[src/rtl/debug_spi_slave.sv]
// Debug link front end on the MIPS clock: synchronizes the GPIO bus driven by the
// MicroBlaze and issues one read or write strobe per SCLK high pulse. It also
// derives the pipeline enable from the STEP and CONTINUE lines.
module debug_spi_slave #(
    parameter int unsigned NB_BITS = 32,
    parameter int unsigned NB_CS   = 4,
    parameter int unsigned NB_SYNC = 2
) (
    input  logic               i_clk,
    input  logic               i_rst,
    input  logic               i_SCLK,
    input  logic [NB_CS-1:0]   i_SPI_cs,
    input  logic [NB_BITS-1:0] i_MOSI,
    input  logic               i_valid,
    input  logic               i_continue,
    input  logic [NB_BITS-1:0] i_rd_data,
    output logic               o_rd_req,
    output logic               o_wr_en,
    output logic [2:0]         o_sel,
    output logic [NB_BITS-1:0] o_wr_data,
    output logic [NB_BITS-1:0] o_MISO,
    output logic               o_busy,
    output logic               o_mips_en
);

    typedef enum logic [2:0] {
        StIdle,
        StRead,
        StCapture,
        StWrite,
        StWaitLow
    } state_t;

    // Synchronizer chains; index NB_SYNC-1 is the synchronized value.
    logic [NB_SYNC-1:0]              r_sclk_sync;
    logic [NB_SYNC-1:0]              r_valid_sync;
    logic [NB_SYNC-1:0]              r_cont_sync;
    logic [NB_SYNC-1:0][NB_CS-1:0]   r_cs_sync;
    logic [NB_SYNC-1:0][NB_BITS-1:0] r_mosi_sync;

    // Delayed copies for rising-edge detection.
    logic r_sclk_d;
    logic r_valid_d;

    logic               w_sclk;
    logic               w_sclk_rise;
    logic [NB_CS-1:0]   w_cs;
    logic [NB_BITS-1:0] w_mosi;
    logic               w_run;
    logic               w_step;

    state_t             r_state;
    state_t             w_state_next;
    logic               w_load;

    logic [2:0]         r_sel;
    logic [NB_BITS-1:0] r_wr_data;
    logic [NB_BITS-1:0] r_miso;

    // cs and MOSI use the same depth as SCLK so they line up with the detected edge.
    always_ff @(posedge i_clk or negedge i_rst) begin
        if (!i_rst) begin
            r_sclk_sync  <= '0;
            r_valid_sync <= '0;
            r_cont_sync  <= '0;
            r_cs_sync    <= '0;
            r_mosi_sync  <= '0;
            r_sclk_d     <= 1'b0;
            r_valid_d    <= 1'b0;
        end else begin
            r_sclk_sync  <= {r_sclk_sync[NB_SYNC-2:0], i_SCLK};
            r_valid_sync <= {r_valid_sync[NB_SYNC-2:0], i_valid};
            r_cont_sync  <= {r_cont_sync[NB_SYNC-2:0], i_continue};
            r_cs_sync    <= {r_cs_sync[NB_SYNC-2:0], i_SPI_cs};
            r_mosi_sync  <= {r_mosi_sync[NB_SYNC-2:0], i_MOSI};
            r_sclk_d     <= r_sclk_sync[NB_SYNC-1];
            r_valid_d    <= r_valid_sync[NB_SYNC-1];
        end
    end

    assign w_sclk      = r_sclk_sync[NB_SYNC-1];
    assign w_sclk_rise = w_sclk & ~r_sclk_d;
    assign w_cs        = r_cs_sync[NB_SYNC-1];
    assign w_mosi      = r_mosi_sync[NB_SYNC-1];
    assign w_run       = r_cont_sync[NB_SYNC-1];
    assign w_step      = r_valid_sync[NB_SYNC-1] & ~r_valid_d;

    // FSM state register.
    always_ff @(posedge i_clk or negedge i_rst) begin
        if (!i_rst) begin
            r_state <= StIdle;
        end else begin
            r_state <= w_state_next;
        end
    end

    // Next-state logic; a null command still waits for SCLK low so one pulse is one request.
    always_comb begin
        w_state_next = r_state;
        w_load       = 1'b0;
        case (r_state)
            StIdle: begin
                if (w_sclk_rise) begin
                    if (w_cs != '0) begin
                        w_load       = 1'b1;
                        w_state_next = w_cs[NB_CS-1] ? StWrite : StRead;
                    end else begin
                        w_state_next = StWaitLow;
                    end
                end
            end
            StRead:    w_state_next = StCapture;
            StCapture: w_state_next = StWaitLow;
            StWrite:   w_state_next = StWaitLow;
            StWaitLow: begin
                if (!w_sclk) begin
                    w_state_next = StIdle;
                end
            end
            default:   w_state_next = StIdle;
        endcase
    end

    // Command latch and read-result capture.
    always_ff @(posedge i_clk or negedge i_rst) begin
        if (!i_rst) begin
            r_sel     <= 3'd0;
            r_wr_data <= '0;
            r_miso    <= '0;
        end else begin
            if (w_load) begin
                r_sel     <= w_cs[2:0];
                r_wr_data <= w_mosi;
            end
            if (r_state == StCapture) begin
                r_miso <= i_rd_data;
            end
        end
    end

    // Strobes decode straight from the state register, so each lasts exactly one cycle.
    assign o_rd_req  = (r_state == StRead);
    assign o_wr_en   = (r_state == StWrite);
    assign o_busy    = (r_state != StIdle);
    assign o_sel     = r_sel;
    assign o_wr_data = r_wr_data;
    assign o_MISO    = r_miso;
    // A step during free-run is absorbed since the OR is already 1.
    assign o_mips_en = w_run | w_step;

endmodule

[config.mk]
export PLATFORM = sky130hd
export DESIGN_NAME = debug_spi_slave
export DESIGN_NICKNAME = d
export VERILOG_FILES = /design/src/rtl/debug_spi_slave.sv
export SDC_FILE = /design/constraint.sdc
export NUM_CORES = 1
export LEC_CHECK = 0
export ABC_AREA = 1
export CORE_UTILIZATION = 44
export CTS_BUF_LIST = sky130_fd_sc_hd__clkbuf_2
export CTS_CLUSTER_DIAMETER = 200
export DETAILED_ROUTE_END_ITERATION = 7
export GPL_ROUTABILITY_DRIVEN = 0
export PLACE_DENSITY = 0.78
export SYNTH_ARGS = -nofsm -noshare
export SYNTH_HDL_FRONTEND = slang
export SYNTH_SLANG_ARGS = --single-unit
[constraint.sdc]
create_clock -name i_clk -period 1.1 [get_ports i_clk]
set_input_delay 0.275 -clock i_clk [delete_from_list [all_inputs] [get_ports i_clk]]
set_output_delay 0.275 -clock i_clk [all_outputs]
set_load 0.02 [all_outputs]
# Word-level counts from Yosys, hierarchy flattened
# Index checks and enable logic that the tools add are counted.
# totals
reg_bits,150
inputBits,73
word_cells,37
# op_classes
bitwise_logic,5
muxes,8
eq_ne,6
reduce_logical,5
# ops
op,count
$pmux W3 S4,1
$mux W3,3
$eq A3 B2 Y1 const B,2
$ne A2 B2 Y1 const B,2
$reduce_bool A4 Y1,1
$eq A3 B1 Y1 const B,1
$eq A3 B3 Y1 const B,1
$logic_not A3 Y1,1
$mux W1,3
$reduce_bool A3 Y1,1
$and A1 B1 Y1,2
$mux W2,1
$not A1 Y1,2
$reduce_and A2 Y1,1
$reduce_or A2 Y1,1
$or A1 B1 Y1,1

# Longest topological paths before layout
# Gate-level depths: netlist of the first run.
# depth
ltp_word,4
ltp_mapped,7
depth_no_buf,6

# Least setup slack after synthesis of the first run
# Ideal clock, no wire load.
# synth_timing
kind,flip-flop to flip-flop
from,reg r_state[1]
to,"reg r_wr_data[12], in the netlist o_wr_data[12]"
stages_incl_launch_ff,8
path_buffers,1
period_less_slack_ns,1.238
arrival_ns,1.122
slack_ns,-0.138
t_required_ns,0.984
cell_sequence,dfrtp_1 > nor2_4 > nand2_4 > inv_2 > nand3_4 > buf_6 > nand2_1 > nand2_1
# synth_between
elab_chain_cells,2
# synth_lines
item,line_no,rtl
"start, declared",52,state_t r_state;
"start signal, assigned",91,r_state <= StIdle;
"start signal, assigned",93,r_state <= w_state_next;
$logic_not A3 Y1,101,case (r_state)
$mux W1,101,
"end signal, assigned",133,r_wr_data <= w_mosi;
"end, declared",57,logic [NB_BITS-1:0] r_wr_data;
# No other way between the ends.
# A chain may end at the register's enable or synchronous reset.

# Worst setup path after layout of the first run
# layout_timing
from,reg r_state[2]
to,out o_wr_en
# layout_between
elab_chain_cells,1
# layout_lines
item,line_no,rtl
$eq A3 B2 Y1,143,assign o_wr_en = (r_state == StWrite);
"end, declared",18,"output logic o_wr_en,"
# No other way between the ends.

==> results.yml, run 1 <==
worst_setup_path:
  crit_fanout: 3
  worstSetupEndpointType: "output port"
  crit_buf_inv: 3
  cp_slowest_cell: "dfrtp_2"
  ff2ff_path_depth: 10
  r2r-end: "o_wr_data[29]$_DFFE_PN0P_"
  worstSetupStartpointType: "flop"
  critPathArrivalTime_ps: 1600
  worstPathCellList: "buf_6 -> inv_4 -> nand2_4 -> nor2_4 -> buf_6"
  critPathKind: "reg2out"
  r2r_start: "r_state[1]$_DFFE_PN0P_"
  cp_common_cell: "buf_6"
  required_ps: 820
  max_stage_delay_ps: 500
  cpLargestDelayFamily: "flip-flops"
  r2r_slack_ps: -550
detailed_routing:
  drt-total-wl_mm: 13.4
  wl_met2_mm: 7.41
  met1_length_mm: 5.10
  postRouteAntennaNets: 0
  top_layer_used: "met4"
  drtIter0Drc: 140
  wl_per_cell_um: 16.3
  drc: 0
  dr_wl_met3_um: 661
  vias_per_cell: 4.60
  firstDrtPassIters: 5
  vias: 3774
finish:
  final_area_um2: 8380
  area_growth_pct: 72.8
  layout-drive-gt1-share_pct: 38.5
  finalNetCount: 745
  num_antenna_cells: 0
status:
  violations: "negative setup slack"
  status: "complete, but fails checks"
yosys:
  synthTopCellsByArea: "dfrtp_1 77%, nand2_1 10%, o21ai_0 3.6%"
  ys_top_cells_by_count: "150 x dfrtp_1, 130 x nand2_1, 36 x inv_1"
  syn_inst: 391
  yosys_warnings: 0
  synth_ff_type: "dfrtp_1"
  synth_top_area_cell: "dfrtp_1"
  yosysUniqueCellTypes: 21
  yosysTopAreaCellShare_pct: 77.4
  async_flop_share_pct: 100
  ys_seq_area_share_pct: 77.4
  ys_ff_latch: 150
  syn_avg_cell_area_um2: 12.4
  syn_nets: 464
  synth_edf_count: 0
  yosysMostFrequentCell: "dfrtp_1"
  synthesis.area_um2: 4850
global_route:
  grt_overflow: 0
  grt_pass1_wl_mm: 18.6
  antenna_found_initial: 0
  track_usage_pct: 21.9
  grt_pass1_vias: 3770
  grt_max_degree: 30
place:
  placed_cell_area_um2: 6680
  io_buffer_count: 143
  hpwlAfterDp_mm: 6.48
  place_ws_ps: -489
power_and_ir_drop:
  powerDensity_nw_per_um2: 2570
  ir_drop_uv: 1540
  power_mw: 21.6
  p_leak_nw: 4.17
clock_network:
  clock_latency_ps: 670
  cts-htree-levels: 4
  cts.sinks: 150
  cts_tree: "built"
  path_clk_slew_ps: 230
  numCtsBuffers: 17
  clock_path_buffers: 2
  root_buffer: "clkbuf_2"
run:
  maxCapViolCount: 0
floorplanning:
  dieHeight_um: 107
  start_util_pct: 46.1
  ios: 144
  rows: 37
  die-width_um: 107
  die_area_um2: 11400
  coreArea_um2: 10500
timing:
  setup_viol: 141
  setup_ws_ps: -773
  slew_viol_final: 0
  relSlewSlack_pct: 67.9
  grt_setup_unrepaired: "yes"
  finClkSkew_ps: 32.2
  fmax_mhz: 534
  fin_crit_ps: 1870
  holdWs_ps: 8.80
  period_share_pct: 170
  hold_viol: 0
  worst_pin_slew_ps: 482
hold_path:
  min_path_type: "in2async"
where the power goes:
group / leakage [nW] / internal (mW) / switching [mW]
sequential: 1.80 / 6.91 / 1.11
clock: 0.133 / 0.868 / 2.10
combinational: 2.24 / 5.79 / 4.79
through the flow:
stage	TNS, ps	util, %	cells
2_1_floorplan	-3370	-	391
3_3_place_gp	-18210	63.5	687
3_5_place_dp	-21980	63.5	687
4_1_cts	-59810	75.0	785
5_1_grt	-69560	79.7	821
6_report	-57600	79.7	821
routing by layer:
layer	vias up	global-route usage [%]
met5	-	0
met4	0	6.26
li1	1766	-
met3	17	7.17
met2	133	37.6
met1	1858	26.5
area by class of cell:
class                   instances  area, um^2
flip-flops and latches        150        3760
inverters                      37         144
fillers                       586        2130
repair buffers                274        3040
well taps                     136         170
multi-input cells             192        1040
clock buffers                  17        85.1
clock inverters                15         145
timing repair:
item,CTS,global route
setup endpoints to repair,141,152
pin swaps,8,9
resized for setup,479,61
buffers inserted,32,20
gates cloned,12,2
hold buffers,23,18
endpoints found under the hold margin,171,35
cells in the final DEF (no fill, tap or decap), drive strengths merged:
cell and instances:
buf 160, bufinv 1, clkbuf 19, clkdlybuf4s50 71, clkinv 6, clkinvlp 3
dfrtp 150, dlygate4sd3 40, dlymetal6s4s 1, inv 42, nand2 144, nand3 3
nor2 8, nor3 1, o21ai 35, o21bai 1
worst reg2reg max path, delay by kind of cell (launching register included):
kind          cells  cell delay (ps)
flops             1              490
simple gates      5              450
buf+inv           5              590
state kept, by name, indices dropped and copies added (netlist names):
name and flops:
r_sclk_d 1, r_state 3, r_valid_d 1, w_cs 4, r_sclk_sync 2, o_sel 3, o_MISO 32, o_wr_data 32
r_cont_sync 2, w_mosi 32, r_valid_sync 2, r_cs_sync 4, r_mosi_sync 32
worst max-delay path by stage:
stage | from | end | slack [ps] | cells past startpoint
global placement | r_state[2]$_DFFE_PN0P_ | o_wr_en | -430 | 4
detailed placement | r_state[2]$_DFFE_PN0P_ | o_wr_en | -490 | 4
CTS | r_state[2]$_DFFE_PN0P_ | o_wr_en | -840 | 5
finish | r_state[2]$_DFFE_PN0P_ | o_wr_en | -770 | 5
global route | r_state[2]$_DFFE_PN0P_ | o_wr_en | -910 | 5
floorplan | r_state[2]$_DFFE_PN0P_ | o_wr_data[12]$_DFFE_PN0P_ | -120 | 7
logic make-up after synthesis:
group | count (synthesis) | share of synthesized area, %
compound gates | 36 | 3.77
buf+inv | 49 | 4.90
flops | 150 | 77.4
simple gates | 156 | 13.9
Note: power is estimated with default switching activity, not from simulation.
==> run 2, diff against run 1 <==
--- a/config.mk
+++ b/config.mk
@@ -12,6 +12,7 @@
 export DETAILED_ROUTE_END_ITERATION = 7
 export GPL_ROUTABILITY_DRIVEN = 0
 export PLACE_DENSITY = 0.78
+export SLEW_MARGIN = 25
 export SYNTH_ARGS = -nofsm -noshare
 export SYNTH_HDL_FRONTEND = slang
 export SYNTH_SLANG_ARGS = --single-unit
==> results of run 2 <==
The final DEF is identical to that of run 1; final timing and power are the same.
==> run 3, diff against run 2 <==
--- a/config.mk
+++ b/config.mk
@@ -6,11 +6,11 @@
 export NUM_CORES = 1
 export LEC_CHECK = 0
 export ABC_AREA = 1
+export CORE_MARGIN = 2
 export CORE_UTILIZATION = 44
 export CTS_BUF_LIST = sky130_fd_sc_hd__clkbuf_2
 export CTS_CLUSTER_DIAMETER = 200
 export DETAILED_ROUTE_END_ITERATION = 7
-export GPL_ROUTABILITY_DRIVEN = 0
 export PLACE_DENSITY = 0.78
 export SLEW_MARGIN = 25
 export SYNTH_ARGS = -nofsm -noshare
==> results.yml, run 3 (synthesis gave the netlist of run 1 again) <==
finish:
  layout_common_cells: "148 x dfrtp_1, 79 x buf_6, 71 x clkdlybuf4s50_1"
  fin_util_pct: 77.8
  multi_input_area_um2: 1210
  final_common_cell: "dfrtp_1"
  layout-drive-gt1-share_pct: 42.9
  finalNetCount: 748
  finalNonFillerCells: 828
  num_antenna_cells: 0
  final_area_um2: 8400
  area_growth_pct: 73.3
  regArea_um2: 3760
  n_fill_cell: 587
global_route:
  grt_pass1_vias: 3858
  antenna_found_initial: 0
  grt_max_degree: 65
  track_usage_pct: 22.7
  grt_overflow: 0
  grt_pass1_wl_mm: 19.6
worst_setup_path:
  critPathKind: "reg2out"
  crit_buf_inv: 2
  worstPathCellList: "inv_2 -> nand2_2 -> nor2_2 -> buf_6"
  crit_fanout: 4
  max_stage_delay_ps: 500
  worstSetupStartpointType: "flop"
  critPathArrivalTime_ps: 1550
  cp_slowest_cell: "dfrtp_2"
  cpLargestDelayFamily: "flip-flops"
  worstSetupEndpointType: "output port"
  required_ps: 820
floorplanning:
  dieHeight_um: 109
  start_util_pct: 44.9
  die_area_um2: 11900
  ios: 144
  rows: 38
  coreArea_um2: 10800
  die-width_um: 109
detailed_routing:
  vias: 3806
  firstDrtPassIters: 5
  drc: 0
  vias_per_cell: 4.60
  postRouteAntennaNets: 0
  wl_per_cell_um: 17.4
  drt-total-wl_mm: 14.4
  drtIter0Drc: 175
place:
  hpwlAfterDp_mm: 7.05
  io_buffer_count: 143
  finalWeightedCongestion: 0.761
  dpl.cell_count: 695
  placed_cell_area_um2: 6710
  place_ws_ps: -504
clock_network:
  clock_latency_ps: 680
  numCtsBuffers: 17
  cts-htree-levels: 4
  cts.sinks: 150
  cts_tree: "built"
  root_buffer: "clkbuf_2"
  path_clk_slew_ps: 200
  clock_path_buffers: 2
timing:
  worst_pin_slew_ps: 411
  grt_setup_unrepaired: "yes"
  setup_ws_ps: -729
  slew_viol_final: 0
  fin_setup_tns_ps: -53740
  setup_viol: 141
  fin_crit_ps: 1830
  period_share_pct: 166
  finClkSkew_ps: 49.4
  relSlewSlack_pct: 72.6
  hold_viol: 0
  fmax_mhz: 547
power_and_ir_drop:
  share_seq_of_total_power_pct: 37.6
  p_comb_share_pct: 48.4
  p_leak_nw: 4.24
  switching_power_mw: 7.98
  p_clk_share_pct: 14.0
  powerDensity_nw_per_um2: 2560
  ir_drop_uv: 1750
  swShare_pct: 37.2
  intPower_mw: 13.5
status:
  status: "complete, but fails checks"
  violations: "negative setup slack"
run:
  maxCapViolCount: 0
hold_path:
  min_path_type: "in2async"
-- run 3: area by class of cell --
cell class / count / share of cell area, %
Clock buffer: 19 / 1.13
Timing Repair Buffer: 277 / 34.4
Multi-Input combinational cell: 192 / 14.4
Tap cell: 140 / 2.09
Inverter: 37 / 1.71
Clock inverter: 13 / 1.59
Sequential cell: 150 / 44.7
-- run 3: worst register-to-register path, delay by kind of cell, from the launching register on --
kind / cells / cell delay (ps)
buf+inv: 4 / 510
flops: 1 / 500
simple gates: 5 / 520
-- run 3: power groups by stage --
stage	sequential, mW	clock, mW	combinational, mW
after CTS	7.92	3.01	8.95
after detailed placement	7.79	0	7.21
after floorplan	9.22	0	1.78
after global placement	7.72	0	6.99
after global routing	8.19	3.35	11.0
final	8.08	3.00	10.4
-- run 3: what timing repair did --
action | in CTS | in global routing
cloned | 8 | 0
hold endpoints to repair | 179 | 29
hold buffers | 31 | 9
resized for setup | 460 | 111
endpoints found under the setup margin | 141 | 141
setup buffers | 33 | 32
pin swaps | 8 | 25
-- run 3: worst paths after layout --
kind	startpoint	end	slack, ps	cells past startpoint
setup reg to reg	r_state[2]$_DFFE_PN0P_	o_wr_data[14]$_DFFE_PN0P_	-480	9
min in group i_clk	i_MOSI[4]	r_mosi_sync[4]$_DFF_PN0_	70	1
setup / recovery	r_state[2]$_DFFE_PN0P_	o_wr_en	-730	4
max in group asynchronous	i_rst	o_wr_data[7]$_DFFE_PN0P_	120	3
hold reg to reg	r_mosi_sync[21]$_DFF_PN0_	w_mosi[21]$_DFF_PN0_	340	0
hold / removal	i_rst	o_wr_data[29]$_DFFE_PN0P_	50	2
-- run 3: layer usage --
metal	track usage (%)	share of wire, %
met1	25.5	37
met2	39.4	54
met3	8.13	6.9
met4	8.70	2.4
met5	0	0
-- run 3: per-stage QoR --
stage               hold WS [ps]  total power, mW
finish                      51.5             21.5
global route               -35.7             22.6
floorplan                  -20.6             11.0
global placement             180             14.7
CTS                        -8.04             19.9
detailed placement           183             15.0
